File: src/rtl/md5_stream_core.sv
// md5_stream_core: multi-block MD5 engine. Accepts pre-padded 512-bit blocks
// over valid/ready and chains the state across the blocks of a message. After
// the block flagged last it emits the 128-bit digest. ROUNDS_PER_CYCLE MD5
// steps are evaluated combinationally per clock.
`timescale 1ns/1ps

module md5_stream_core #(
  parameter int ROUNDS_PER_CYCLE = 1,
  parameter bit OUT_HOLD         = 1'b1
) (
  input  logic         clk,
  input  logic         reset_n,
  input  logic         in_valid,
  output logic         in_ready,
  input  logic         in_first,
  input  logic         in_last,
  input  logic [511:0] data_in,
  output logic [127:0] hash,
  output logic         hash_valid,
  input  logic         hash_ready,
  output logic         busy
);

  // Only divisors of 64 up to 16 keep the step counter landing exactly on 63.
  if (ROUNDS_PER_CYCLE != 1 && ROUNDS_PER_CYCLE != 2 && ROUNDS_PER_CYCLE != 4 &&
      ROUNDS_PER_CYCLE != 8 && ROUNDS_PER_CYCLE != 16) begin : g_bad_rounds
    $error("md5_stream_core: ROUNDS_PER_CYCLE must be 1, 2, 4, 8 or 16");
  end

  localparam logic [1:0] ST_IDLE  = 2'd0;
  localparam logic [1:0] ST_ROUND = 2'd1;
  localparam logic [1:0] ST_FINAL = 2'd2;
  localparam logic [1:0] ST_OUT   = 2'd3;

  localparam logic [5:0] STEP_INC  = 6'(ROUNDS_PER_CYCLE);
  localparam logic [5:0] STEP_LAST = 6'(64 - ROUNDS_PER_CYCLE);

  localparam logic [31:0] IV_A = 32'h67452301;
  localparam logic [31:0] IV_B = 32'hefcdab89;
  localparam logic [31:0] IV_C = 32'h98badcfe;
  localparam logic [31:0] IV_D = 32'h10325476;

  localparam logic [31:0] K_ROM [0:63] = '{
    32'hd76aa478, 32'he8c7b756, 32'h242070db, 32'hc1bdceee,
    32'hf57c0faf, 32'h4787c62a, 32'ha8304613, 32'hfd469501,
    32'h698098d8, 32'h8b44f7af, 32'hffff5bb1, 32'h895cd7be,
    32'h6b901122, 32'hfd987193, 32'ha679438e, 32'h49b40821,
    32'hf61e2562, 32'hc040b340, 32'h265e5a51, 32'he9b6c7aa,
    32'hd62f105d, 32'h02441453, 32'hd8a1e681, 32'he7d3fbc8,
    32'h21e1cde6, 32'hc33707d6, 32'hf4d50d87, 32'h455a14ed,
    32'ha9e3e905, 32'hfcefa3f8, 32'h676f02d9, 32'h8d2a4c8a,
    32'hfffa3942, 32'h8771f681, 32'h6d9d6122, 32'hfde5380c,
    32'ha4beea44, 32'h4bdecfa9, 32'hf6bb4b60, 32'hbebfbc70,
    32'h289b7ec6, 32'heaa127fa, 32'hd4ef3085, 32'h04881d05,
    32'hd9d4d039, 32'he6db99e5, 32'h1fa27cf8, 32'hc4ac5665,
    32'hf4292244, 32'h432aff97, 32'hab9423a7, 32'hfc93a039,
    32'h655b59c3, 32'h8f0ccc92, 32'hffeff47d, 32'h85845dd1,
    32'h6fa87e4f, 32'hfe2ce6e0, 32'ha3014314, 32'h4e0811a1,
    32'hf7537e82, 32'hbd3af235, 32'h2ad7d2bb, 32'heb86d391
  };

  // Byte reversal: MD5 works on little-endian words, the bus is big-endian bytes.
  function automatic logic [31:0] bswap(input logic [31:0] x);
    return {x[7:0], x[15:8], x[23:16], x[31:24]};
  endfunction

  function automatic logic [31:0] rotl(input logic [31:0] x, input logic [4:0] s);
    logic [63:0] t;
    t = {x, x} << s;
    return t[63:32];
  endfunction

  // Per-step shift amount: four per round, repeating every four steps.
  function automatic logic [4:0] s_rom(input logic [5:0] i);
    logic [4:0] s;
    case ({i[5:4], i[1:0]})
      4'd0:  s = 5'd7;
      4'd1:  s = 5'd12;
      4'd2:  s = 5'd17;
      4'd3:  s = 5'd22;
      4'd4:  s = 5'd5;
      4'd5:  s = 5'd9;
      4'd6:  s = 5'd14;
      4'd7:  s = 5'd20;
      4'd8:  s = 5'd4;
      4'd9:  s = 5'd11;
      4'd10: s = 5'd16;
      4'd11: s = 5'd23;
      4'd12: s = 5'd6;
      4'd13: s = 5'd10;
      4'd14: s = 5'd15;
      default: s = 5'd21;
    endcase
    return s;
  endfunction

  // One MD5 step on packed {a,b,c,d}; returns the rotated state {d, b', b, c}.
  function automatic logic [127:0] md5_step(input logic [127:0]      st,
                                            input logic [5:0]        i,
                                            input logic [15:0][31:0] m);
    logic [31:0] a, b, c, d, f, tmp;
    logic [3:0]  ii, g;
    a  = st[127:96];
    b  = st[95:64];
    c  = st[63:32];
    d  = st[31:0];
    ii = i[3:0];
    case (i[5:4])
      2'd0: begin f = (b & c) | (~b & d); g = ii;                  end
      2'd1: begin f = (b & d) | (c & ~d); g = ii * 4'd5 + 4'd1;    end
      2'd2: begin f = b ^ c ^ d;          g = ii * 4'd3 + 4'd5;    end
      default: begin f = c ^ (b | ~d);    g = ii * 4'd7;           end
    endcase
    tmp = a + f + K_ROM[i] + m[g];
    return {d, b + rotl(tmp, s_rom(i)), b, c};
  endfunction

  logic [1:0]         r_state;
  logic               r_alive;
  logic [5:0]         r_step;
  logic [31:0]        r_a, r_b, r_c, r_d;
  logic [31:0]        r_ca, r_cb, r_cc, r_cd;
  logic               r_first, r_last;
  logic [127:0]       r_hash;
  logic               r_hash_valid;
  logic [15:0][31:0]  r_m;

  logic               w_accept;
  logic [127:0]       w_work;
  logic [31:0]        w_base_a, w_base_b, w_base_c, w_base_d;
  logic [31:0]        w_sum_a, w_sum_b, w_sum_c, w_sum_d;

  assign in_ready   = r_alive && (r_state == ST_IDLE);
  assign busy       = (r_state != ST_IDLE);
  assign hash       = r_hash;
  assign hash_valid = r_hash_valid;
  assign w_accept   = in_valid && in_ready;

  // Chain ROUNDS_PER_CYCLE steps combinationally starting from the working regs.
  always_comb begin
    // NOTE: blocking assignments here are deliberate -- each loop pass must see
    // the state produced by the previous step within the same evaluation.
    w_work = {r_a, r_b, r_c, r_d};
    for (int k = 0; k < ROUNDS_PER_CYCLE; k++) begin
      w_work = md5_step(w_work, r_step + 6'(k), r_m);
    end
  end

  // Block-end feed-forward: add the working vars onto the chaining value.
  always_comb begin
    w_base_a = r_first ? IV_A : r_ca;
    w_base_b = r_first ? IV_B : r_cb;
    w_base_c = r_first ? IV_C : r_cc;
    w_base_d = r_first ? IV_D : r_cd;
    w_sum_a  = w_base_a + r_a;
    w_sum_b  = w_base_b + r_b;
    w_sum_c  = w_base_c + r_c;
    w_sum_d  = w_base_d + r_d;
  end

  // Message words latched on acceptance, stored little-endian.
  // NOTE: no reset on this 512-bit store -- it is always written before being
  // read, so a reset would only add fan-out to the reset tree.
  always_ff @(posedge clk) begin
    if (w_accept) begin
      for (int i = 0; i < 16; i++) begin
        r_m[i] <= bswap(data_in[511 - 32*i -: 32]);
      end
    end
  end

  // Control FSM, working variables, chaining value and digest output.
  // NOTE: non-blocking assignments throughout so every register samples
  // pre-edge values regardless of statement order.
  always_ff @(posedge clk or negedge reset_n) begin
    if (!reset_n) begin
      r_state      <= ST_IDLE;
      r_alive      <= 1'b0;
      r_step       <= '0;
      r_a          <= IV_A;
      r_b          <= IV_B;
      r_c          <= IV_C;
      r_d          <= IV_D;
      r_ca         <= IV_A;
      r_cb         <= IV_B;
      r_cc         <= IV_C;
      r_cd         <= IV_D;
      r_first      <= 1'b0;
      r_last       <= 1'b0;
      r_hash       <= '0;
      r_hash_valid <= 1'b0;
    end else begin
      r_alive <= 1'b1;
      case (r_state)
        ST_IDLE: begin
          // Ends the one-cycle pulse when OUT_HOLD=0; already low otherwise.
          r_hash_valid <= 1'b0;
          if (w_accept) begin
            r_a     <= in_first ? IV_A : r_ca;
            r_b     <= in_first ? IV_B : r_cb;
            r_c     <= in_first ? IV_C : r_cc;
            r_d     <= in_first ? IV_D : r_cd;
            r_first <= in_first;
            r_last  <= in_last;
            r_step  <= '0;
            r_state <= ST_ROUND;
          end
        end
        ST_ROUND: begin
          {r_a, r_b, r_c, r_d} <= w_work;
          r_step               <= r_step + STEP_INC;
          if (r_step == STEP_LAST) r_state <= ST_FINAL;
        end
        ST_FINAL: begin
          if (r_last) begin
            r_hash       <= {bswap(w_sum_a), bswap(w_sum_b), bswap(w_sum_c), bswap(w_sum_d)};
            r_hash_valid <= 1'b1;
            r_ca         <= IV_A;
            r_cb         <= IV_B;
            r_cc         <= IV_C;
            r_cd         <= IV_D;
            r_state      <= OUT_HOLD ? ST_OUT : ST_IDLE;
          end else begin
            r_ca    <= w_sum_a;
            r_cb    <= w_sum_b;
            r_cc    <= w_sum_c;
            r_cd    <= w_sum_d;
            r_state <= ST_IDLE;
          end
        end
        ST_OUT: begin
          if (hash_ready) begin
            r_hash_valid <= 1'b0;
            r_state      <= ST_IDLE;
          end
        end
        default: r_state <= ST_IDLE;
      endcase
    end
  end

endmodule
File: config.mk
export PLATFORM = sky130hd
export DESIGN_NAME = md5_stream_core
export DESIGN_NICKNAME = d
export VERILOG_FILES = /design/src/rtl/md5_stream_core.sv
export SDC_FILE = /design/constraint.sdc
export NUM_CORES = 2
export LEC_CHECK = 0
export CAP_MARGIN = 40
export CORE_UTILIZATION = 49
export CTS_CLUSTER_SIZE = 28
export DETAILED_ROUTE_END_ITERATION = 10
export DONT_BUFFER_PORTS = 1
export PLACE_DENSITY_LB_ADDON = 0.05
export REMOVE_ABC_BUFFERS = 1
export SYNTH_ARGS = -nofsm -noshare
export SYNTH_HDL_FRONTEND = slang
export SYNTH_SLANG_ARGS = --single-unit
File: constraint.sdc
create_clock -name clk -period 35.1 [get_ports clk]
set_clock_uncertainty 0.1 [all_clocks]
set_input_delay 3.51 -clock clk [delete_from_list [all_inputs] [get_ports clk]]
set_output_delay 3.51 -clock clk [all_outputs]
set_load 0.01 [all_outputs]
# Word-level counts from Yosys, hierarchy flattened
# Memory sizes are Yosys's and may differ from the RTL's.
# Index checks and enable logic that the tools add are counted.
# totals
elab_cells,121
out_inout_bits,131
ff_bits,908
memories,2
input_bits,518
mem_bits_ro,2128
# mem_list
memory,words,word_bits,rd,rd_clocked_by_memory_dff,wr,line,text
(name not given),64,32,1,0,0,114,tmp = a + f + K_ROM[i] + m[g];
(name not given),16,5,1,0,0,76,"case ({i[5:4], i[1:0]})"
# classes
n_addsub,11
n_lt_le_gt_ge,2
bitwise_logic,13
n_shift,1
n_eq_ne,10
reduce_logical,12
multipliers,3
mux,36
# op_table
cell,n
2-to-1 mux 32 bit,19
adder 32 bit,8
case mux 32 bit (2 select lines),4
bitwise AND 32 bit,4
binary-select mux 32 bit (select 4 bit),1
bitwise OR 32 bit,3
case mux 32 bit (3 select lines),1
bitwise XOR 32 bit,3
inverter 32 bit,2
left shift 64 x 5 -> 64 bit,1
case mux 4 bit (3 select lines),1
case mux 6 bit (2 select lines),1
"multiplier 4 x 3 -> 4 bit, second input constant",2
2-to-1 mux 2 bit,4
"inequality test 2 bit, second input constant",4
case mux 2 bit (4 select lines),1
"greater-or-equal comparator 7 bit, second input constant",1
inverter 6 -> 7 bit,1
"adder 6 x 1 -> 6 bit, second input constant",1
"equality test 2 bit, second input constant",3
"equality test 6 bit, second input constant",1
2-to-1 mux 6 bit,1
AND reduction 2 bit,3
AND reduction 3 bit,2
other kinds (11),16

# Longest topological paths before layout
# logic_depth
depth_word,10
ltp_mapped,46

# Worst setup path after synthesis
# OpenSTA, ideal clock, no wires.
# synth_timing
kind,input port to flip-flop
from,input in_valid
to,register r_step[0]
stages,8
setup_time_ps,136
arrival_time_ps,16078
path_slack_ps,18786
cell_sequence,nand2_1 > inv_1 > a21oi_1 > clkbuf_1 > clkbuf_1 > buf_1 > nand2_1 > o21ai_0
# synth_between
elab_chain_cells,3
# synth_lines
element,line,text
start: declaration,13,"input logic in_valid,"
logical AND 1 bit,137,assign w_accept = in_valid && in_ready;
named net w_accept,128,logic w_accept;
inequality test 2 bit (no source line),n/a,
AND reduction 2 bit (no source line),n/a,
end signal: assignment,211,r_step <= r_step + STEP_INC;
end: declaration,120,logic [5:0] r_step;
# The timed path passes the listed nets, and every way through them passes these cells.
# A chain may end at the register's enable or synchronous reset.

# Final worst setup path
# layout_timing
from,register r_step[0]
to,register r_b[30]
# layout_between
elab_chain_cells,9
# layout_lines
element,line,text
"multiplier 4 x 2 -> 4 bit, or another cell as far along",111,2'd2: begin f = b ^ c ^ d; g = ii * 4'd3 + 4'd5; end
"adder 4 x 3 -> 4 bit, or another cell as far along",111,
case mux 4 bit (3 select lines) or 2-to-1 mux 32 bit (tied branches),"108, 114",
binary-select mux 32 bit (select 4 bit) or 2-to-1 mux 32 bit (tied branches),114,
2-to-1 mux 32 bit (implied by the code) or adder 32 bit (tied branches),114,
adder 32 bit,114,
left shift 64 x 5 -> 64 bit (*),69,"t = {x, x} << s;"
adder 32 bit (*),115,"return {d, b + rotl(tmp, s_rom(i)), b, c};"
case mux 32 bit (2 select lines) (*),194,case (r_state)
end signal: assignment,200,r_b <= in_first ? IV_B : r_cb;
end signal: assignment,210,"{r_a, r_b, r_c, r_d} <= w_work;"
end: declaration,121,"logic [31:0] r_a, r_b, r_c, r_d;"
# Every way passes the cells marked *; elsewhere a longest branch is shown, timed or not. The select of a mux whose other input is x is not followed.

==> run metrics <==
outcome finished with violations; failing checks slew limit; Netlist cell types 101; relative slew slack -32.34%; reg2reg end r_b[30]$_DFFE_PN1P_; routed vias/inst 6.189; #FFs+latches synth 908; worst min-delay path endpoint r_cb[28]$_DFFE_PN0P_; global-route usage over all layers 31.54%; Setup WS pre-CTS 22.81 ns; I/O Buffers 0; initial antenna violation count 28; Syn Inst Count 4980; final slew viol count 230; CTS HTree Levels 3; chip width 334.2 um; setup violators final 0; Die Ht 334.2 um; Yosys top cell area share 28.44%; critical path class reg2reg; share of async-settable or async-resettable flops after synthesis 43.61%; cts hold-fix bufs 0; slowest stage delay, CP 0.89 ns; Reg2Reg Setup Slack 22.71 ns; vias 39760; layout overhead on the synthesized area 8.910%; Initial Util 49.53%; xor/xnor share of the synthesized area 3.645%; RePlAce Congestion 1.051; CTS Buf Count 99; Critical Path RT 35.63 ns; initial detailed-routing violation count 3266; cell taking the most area after synthesis edfxtp_1; Post-layout nets 5664; Worst Setup End Kind flop; Compound-Gate Fraction of Synth Area 17.21%; Die Footprint 0.1117 mm^2; # DRC 0; minimum clock period 12.39 ns; max cap viols 0; reg2reg start r_step[0]$_DFFE_PN0P_; CP Launch Type flop; hold_sp r_cb[28]$_DFFE_PN0P_; RSZ-0062 raised after global routing no; GRT Residual Overflow 0; Antenna Nets Post-Route 0; worst skew pair latency 0.71 ns; Seq/Total Area, Yosys 47.07%; DRT Pass-1 Iters 5; Synth Area in Simple Gates 11.26%; CTS tree done; largest family of logic cells by synthesized area compound AO/OA/AOI/OAI gates; Worst path slowest cell ha_1; I/O pins 649; fmax 80.68 MHz; vias in the first global route 38470; post-synthesis mux area share 9.660%; crit-path max FO 56; first-pass GRT wire length 261400 um; WL/cell 27.67 um; Final Hold Fails 0; Worst-path clk slew 0.06 ns; Post-CTS Setup Bufs 0; Ys Warns 0; Synth area leaders edfxtp_1 (28%), dfrtp_1 (12%), dfstp_2 (6.2%); final period utilization 35.31%; area of the mapped netlist 0.05406 mm^2; Reg2Reg Depth 41; Final WS setup 22.71 ns; syn avg cell area 10.86 um^2; Top cell by count, worst path a21oi_1; hpwl dp 130300 um; share of layout cells above drive strength 1 14.85%; most common cell after layout, fill and taps aside edfxtp_1; Post-synth EDFFs 512; Root Buffer clkbuf_16; Rows 121; commonest non-fill, non-tap cells in the layout edfxtp_1 (512), o21ai_0 (466), nand2_1 (419), a21oi_1 (388), nor2_1 (282); post-CTS sizing 0; clk buf depth 3; post-synthesis adder-cell area fraction 7.716%; ys flop type edfxtp_1; clk sink count 908; Hold WC Path Type reg2reg; largest net degree at the start of global routing 397; core area 0.1092 mm^2; final wirelength 177800 um; cell count of the worst hold path 2; Slew @ Worst Pin 1.985 ns; crit path DAT 12.92 ns
==> worst max-delay path by stage <==
stage / cells past startpoint / endpoint / slack, ns / startpoint
5_1_grt: 41 / r_b[30]$_DFFE_PN1P_ / 21.73 / r_step[0]$_DFFE_PN0P_
3_3_place_gp: 39 / r_b[30]$_DFFE_PN1P_ / 22.82 / r_step[0]$_DFFE_PN0P_
6_report: 41 / r_b[30]$_DFFE_PN1P_ / 22.71 / r_step[0]$_DFFE_PN0P_
3_5_place_dp: 41 / r_b[30]$_DFFE_PN1P_ / 22.81 / r_step[0]$_DFFE_PN0P_
4_1_cts: 41 / r_b[30]$_DFFE_PN1P_ / 22.82 / r_step[0]$_DFFE_PN0P_
2_1_floorplan: 5 / r_b[23]$_DFFE_PN1P_ / -0.63 / in_valid
==> worst max-delay path, delay by kind of cell (launching register included) <==
| kind | cells | cell delay [ns] |
|---|---|---|
| AOI/OAI and AO/OA | 21 | 5.46 |
| buffers and inverters | 7 | 2.95 |
| adders and majority gates | 6 | 2.35 |
| and+or+nand+nor | 3 | 0.48 |
| muxes | 2 | 0.36 |
| DFF | 1 | 0.32 |
| xor gates and xnor gates | 2 | 0.23 |
==> area by class of cell <==
type | instances | area, um^2
diodes | 11 | 27.53
clock buffers | 128 | 2658
clock inverters | 56 | 695.7
fillers | 9558 | 50280
inverters | 189 | 716.9
multi-input cells | 3593 | 26870
flip-flops and latches | 908 | 25460
well taps | 1476 | 1847
repair buffers | 63 | 600.6
==> through the flow <==
step / cells / area, um^2 / utilization (%) / hold slack [ns] / setup TNS, ns
floorplan: 4690 / 52920 / - / 0.3546 / -26.38
global placement: 6220 / 55340 / 50.70 / 0.3709 / 0
detailed placement: 6229 / 55500 / 50.84 / 0.3786 / 0
CTS: 6413 / 58850 / 53.92 / 0.3911 / 0
global route: 6419 / 58870 / 53.93 / 0.4153 / 0
finish: 6424 / 58880 / 53.94 / 0.3852 / 0
==> cells in the mapped netlist (32+ instances only) <==
master	n
a21o_1	77
nor3b_1	59
mux4_2	125
or2_2	103
inv_1	184
buf_1	42
o21a_1	32
o22a_1	51
nand2_1	422
a211oi_1	75
o21ai_0	468
xor2_1	55
nor2_1	283
nor3_1	62
xnor2_1	161
nor2b_1	96
a31oi_1	60
dfstp_2	128
clkbuf_1	230
edfxtp_1	512
ha_1	223
a21oi_1	389
mux2_2	105
nand2b_1	45
dfrtp_1	268
fa_1	69
nand3_1	59
mux2i_1	104
o2bb2ai_1	54
or3_1	64
==> state kept, by name, summed over array words and instances (netlist names), 2 cells and up <==
name     count
r_cc        32
r_a         32
r_c         32
r_ca        32
r_b         32
r_m        512
r_state      2
hash       128
r_step       6
r_cb        32
r_d         32
r_cd        32
==> routing by layer <==
metal  vias to the layer above  global-route usage (%)  routed length (um)
met4                        22                   9.692                5268
met1                     19960                   41.96               75840
met2                      1314                   51.94               85130
met5                         -                       0                 144
met3                       243                   6.245               11400
li1                      18220                       -                   -
==> cells by family (layout without fill, tap and decap cells) <==
family	after synthesis	count (layout)
AND/OR/NAND/NOR	1258	1258
flip-flops	908	908
XOR/XNOR	219	219
multiplexers	341	341
AO/OA/AOI/OAI	1482	1482
buffers and inverters	479	436
other	1	12
adder cells (fa/ha/maj)	292	292
Power is left out: the tool's default activity adds up to more than one toggle a clock period on the data nets, which glitch-free logic cannot reach.
